## config.mk

```make
export PLATFORM = sky130hd
export DESIGN_NAME = csa_accum_ctrl
export DESIGN_NICKNAME = d
export VERILOG_FILES = /design/src/rtl/csa_accum_ctrl.sv
export SDC_FILE = /design/constraint.sdc
export NUM_CORES = 1
export LEC_CHECK = 0
export BUFFER_PORTS_ARGS = -buffer_cell sky130_fd_sc_hd__buf_4
export CAP_MARGIN = 0
export CORE_MARGIN = 3
export CORE_UTILIZATION = 25
export DETAILED_ROUTE_END_ITERATION = 10
export PLACE_DENSITY = 0.43
export SYNTH_ARGS = -nofsm -noshare
export SYNTH_HDL_FRONTEND = slang
export SYNTH_SLANG_ARGS = --single-unit
```

## constraint.sdc

```tcl
create_clock -name clk -period 10.7 [get_ports clk]
set_input_delay 0.535 -clock clk [delete_from_list [all_inputs] [get_ports clk]]
set_output_delay 0.535 -clock clk [all_outputs]
set_load 0.01 [all_outputs]
```

## src/rtl/csa_accum_ctrl.sv

```systemverilog
// csa_accum_ctrl: carry-save packet accumulator with chunked carry-propagate resolve
module csa_accum_ctrl #(
   parameter int N     = 32,
   parameter int G     = 8,
   parameter int CHUNK = 8,
   parameter int CW    = 16
) (
   input  logic           clk,
   input  logic           rst,
   input  logic           in_valid,
   output logic           in_ready,
   input  logic [N-1:0]   in_data,
   input  logic           in_last,
   output logic           out_valid,
   input  logic           out_ready,
   output logic [N+G-1:0] out_sum,
   output logic [CW-1:0]  out_count,
   output logic           busy
);
   localparam int W   = N + G;
   localparam int NCH = (W + CHUNK - 1) / CHUNK;
   localparam int KW  = $clog2(NCH + 1);

   typedef enum logic [1:0] {IDLE, ACCUM, RESOLVE, DONE} state_t;

   state_t         state, state_nx;
   logic [W-1:0]   s, c, r, d, sp, cp, mask, rv;
   logic [KW-1:0]  k;
   logic           cy, acc, last_k;
   logic [CW-1:0]  count;
   logic [CHUNK:0] csum;
   logic [31:0]    sh;

   // chunk adder for the current resolve step; bits past W fall off the shifts
   always_comb begin
      d      = W'(in_data);
      sh     = 32'(k) * CHUNK;
      sp     = s >> sh;
      cp     = c >> sh;
      csum   = (CHUNK+1)'(sp[CHUNK-1:0]) + (CHUNK+1)'(cp[CHUNK-1:0]) + (CHUNK+1)'(cy);
      mask   = W'({CHUNK{1'b1}}) << sh;
      rv     = (r & ~mask) | (W'(csum[CHUNK-1:0]) << sh);
      last_k = (k == KW'(NCH - 1));
   end

   // state register
   always_ff @(posedge clk or posedge rst) begin
      if (rst) state <= IDLE;
      else     state <= state_nx;
   end

   // next-state decode
   always_comb begin
      state_nx = state;
      case (state)
         IDLE, ACCUM: if (acc) state_nx = in_last ? RESOLVE : ACCUM;
         RESOLVE:     if (last_k) state_nx = DONE;
         DONE:        if (out_ready) state_nx = IDLE;
         default:     state_nx = IDLE;
      endcase
   end

   // handshake and status outputs
   always_comb begin
      in_ready  = (state == IDLE) || (state == ACCUM);
      out_valid = (state == DONE);
      busy      = (state != IDLE);
      acc       = in_valid && in_ready;
      out_sum   = r;
      out_count = count;
   end

   // carry-save accumulation, then one chunk of carry propagation per cycle
   always_ff @(posedge clk or posedge rst) begin
      if (rst) begin
         s     <= '0;
         c     <= '0;
         r     <= '0;
         k     <= '0;
         cy    <= 1'b0;
         count <= '0;
      end else begin
         case (state)
            IDLE: if (acc) begin
               s     <= d;
               c     <= '0;
               r     <= '0;
               k     <= '0;
               cy    <= 1'b0;
               count <= CW'(1);
            end
            ACCUM: if (acc) begin
               s     <= s ^ c ^ d;
               c     <= ((s & c) | (s & d) | (c & d)) << 1;
               count <= &count ? count : count + 1'b1;
            end
            RESOLVE: begin
               r  <= rv;
               cy <= last_k ? 1'b0 : csum[CHUNK];
               k  <= last_k ? '0 : k + 1'b1;
            end
            default: ;
         endcase
      end
   end
endmodule

```

==> metrics.txt <==
power density cells=292 nW/um2; vias per cell=4.69; DRT Wirelength=22.5 mm; vias=6,155; Slew Viols, Final=0; Mean Syn Cell Area=9.59 um2; Clock power frac=21.3%; Post-CTS Hold Fix Bufs=0; switching share of power=44.5%; Synth Warn #=0; post-DP HPWL=15.7 mm; combinational cell fraction of total power=47.2%; Clock transition at path regs=0.06 ns; Yosys top cell by area=dfrtp_1; status=complete, no violations; worst path required time=11.07 ns; kind of critical path=flip-flop to flip-flop; htree depth=4; Layout Nets=995; worst-margin pin slew=0.929 ns; Synth Register Bits=141; Synth Instances=831; Synth top area share=44.3%; Adder-Cell Fraction of Synth Area=11.6%; Distinct cells, synth=54; DR iter-0 viols=382; initial antenna violation count=0; Sw Pwr=1.25 mW; Sequential Power Share=31.5%; die area=34,100 um2; Setup TNS=0 ns; Core Footprint=31,000 um2; Area contributors post-synth=dfrtp_1 44%, fa_1 8.3%, nand2_1 6.1%; clock net sink count=141; Fill cells=3,208; peak supply drop=0.122 mV; Setup Skew=0.00880 ns; mux share of post-synthesis cell area=4.40%; f_max=296 MHz; vias in the first global route=6,130; sequential area share after synthesis=44.3%; Min-Delay Path Class=primary input to flip-flop; proportion of layout cells with a drive suffix above 1=17.0%; RSZ-0062 raised after global routing=false; Clock Latency Late Sink=0.43 ns; Post-CTS Setup Inserts=0; Mapped Nets=922; WP data arrival=3.75 ns; leakage power=4.43 nW; first-pass GRT wire length=36.3 mm; CP startpoint kind=flip-flop; slew margin rel.=38.0%; fin crit share=31.6%; total congestion overflow=0; min cycle time layout=3.38 ns; commonest cells after routing, fill and taps aside=139 x dfrtp_1, 130 x nand2_1, 103 x buf_4, 102 x inv_1, 56 x o21ai_0; Root Buffer=clkbuf_16; clk buf depth=2; Placed Cells=1,281; Cell Rows=64; ys async rst share=100%; commonest non-fill, non-tap cell in the layout=dfrtp_1; Inserted Diodes=0; Max Cap Viol=0; Post-synth EDFFs=0; initial core utilization=25.7%; Max Fanout on Critical Path=16; GRT Util Overall=13.8%; Internal=1.56 mW; DRC Markers=0; combinational family with the most area after synthesis=compound AO/OA/AOI/OAI gates; wire per inst=17.1 um; Post-Layout Cell Count=1,312; port bufs=95; Synth Area in Simple Gates=12.9%; Die Wd=185 um; ys flop type=dfrtp_1; DR pass1 iterations=4; Placer Congestion=0.760; final hold viol count=0; Critical-path top delay cell=nand2_1; xor/xnor cell area share of the yosys netlist=1.10%; number of buffers created by CTS=17; TritonCTS clock tree=yes; CP max stage delay=0.53 ns; Setup crit end kind=flip-flop; pin count of the biggest net entering global routing=97; die height=185 um; I/O pins=96; Setup violations, final=0; P&R area growth vs syn=20.8%; post-cts gate resize count=0; DRT antenna net count=0; area fraction in compound gates after synthesis=18.2%; Post-Syn Area=7970 um2; crit-path cells=inv_1, nand2_1, o22ai_1, fa_1, inv_1, fa_1, nor2b_4, o31a_1, o31a_1, nor3_2, a22o_1
[power groups by stage]
stage	clock, mW	sequential [mW]	combinational [mW]
6_report	0.599	0.886	1.33
4_1_cts	0.617	0.893	1.36
2_1_floorplan	0	0.844	0.923
3_3_place_gp	0	0.904	1.34
3_5_place_dp	0	0.901	1.35
5_1_grt	0.641	0.917	1.52
[synthesized netlist by cell type (2+ instances only)]
| cell | number |
|---|---|
| a211oi_1 | 2 |
| a21oi_1 | 19 |
| a22o_1 | 29 |
| a22oi_1 | 3 |
| a31oi_1 | 12 |
| and3_1 | 2 |
| buf_1 | 17 |
| buf_2 | 8 |
| clkbuf_1 | 21 |
| dfrtp_1 | 141 |
| fa_1 | 33 |
| ha_1 | 21 |
| inv_1 | 103 |
| mux2i_1 | 35 |
| nand2_1 | 130 |
| nand2b_1 | 3 |
| nand3_1 | 20 |
| nor2_1 | 37 |
| nor2b_1 | 3 |
| nor3_1 | 7 |
| nor3_2 | 2 |
| nor4_1 | 2 |
| nor4_2 | 7 |
| o211ai_1 | 33 |
| o21a_1 | 2 |
| o21ai_0 | 56 |
| o22a_1 | 2 |
| o22ai_1 | 15 |
| o31a_1 | 2 |
| o31ai_1 | 32 |
| xnor2_1 | 9 |
[state kept, by name, summed over array words and instances (netlist names)]
name	flops
cy	1
c	39
out_sum	40
s	40
out_count	16
k	3
state	2
[worst max-delay path: cells and delay by family, from the launching register on]
kind,cells,cell delay (ns)
adders and majority gates,2,0.74
AOI/OAI and AO/OA,4,0.95
and+or+nand+nor,3,0.96
buffers and inverters,2,0.33
DFF,1,0.34
[cell families (layout without fill, tap and decap cells)]
| logic type | after synthesis | in the layout |
|---|---|---|
| AND/OR/NAND/NOR | 223 | 223 |
| buffers and inverters | 153 | 238 |
| multiplexers | 35 | 35 |
| XOR/XNOR | 10 | 10 |
| adder cells (fa/ha/maj) | 54 | 54 |
| flip-flops | 141 | 141 |
| AO/OA/AOI/OAI | 215 | 215 |
[stage by stage]
step           hold slack (ns)  area [um2]  power [mW]  util (%)  setup WS (ns)
2_1_floorplan            0.465        7970        1.77         -           6.38
3_3_place_gp             0.472        9050        2.24      29.2           7.41
3_5_place_dp             0.480        9050        2.25      29.2           7.34
4_1_cts                  0.282        9630        2.87      31.1           7.32
5_1_grt                  0.294        9630        3.07      31.1           7.04
6_report                 0.299        9630        2.81      31.1           7.32
[layout make-up]
| class | instances | area [um2] | share of cell area (%) |
|---|---|---|---|
| clock inverters | 13 | 143 | 1.48 |
| inverters | 104 | 395 | 4.11 |
| flip-flops and latches | 141 | 3530 | 36.7 |
| repair buffers | 103 | 773 | 8.03 |
| clock buffers | 18 | 439 | 4.56 |
| well taps | 396 | 495 | 5.15 |
| multi-input cells | 537 | 3850 | 40.0 |
[worst paths after layout]
| check | startpoint | endpoint | slack (ns) | cells past startpoint |
|---|---|---|---|---|
| worst min register to register | out_sum[18]$_DFFE_PP0P_ | out_sum[18]$_DFFE_PP0P_ | 0.49 | 2 |
| worst min-delay path | out_ready | state[0]$_DFFE_PP0P_ | 0.30 | 2 |
| worst max register to register | k[2]$_DFFE_PP0P_ | out_sum[22]$_DFFE_PP0P_ | 7.32 | 11 |
| worst max-delay path | k[2]$_DFFE_PP0P_ | out_sum[22]$_DFFE_PP0P_ | 7.32 | 11 |
| min in group asynchronous | rst | c[2]$_DFFE_PP0P_ | 0.31 | 2 |
| max in group asynchronous | rst | state[0]$_DFFE_PP0P_ | 9.15 | 3 |
[per-layer routing]
layer | vias up | track usage, % | wire length [um]
li1 | 3006 | - | -
met3 | 15 | 2.96 | 1100
met5 | - | 0 | 0
met1 | 3009 | 19.5 | 10900
met4 | 0 | 4.14 | 227
met2 | 125 | 21.2 | 10200
Power figures use the tool's default switching activity.
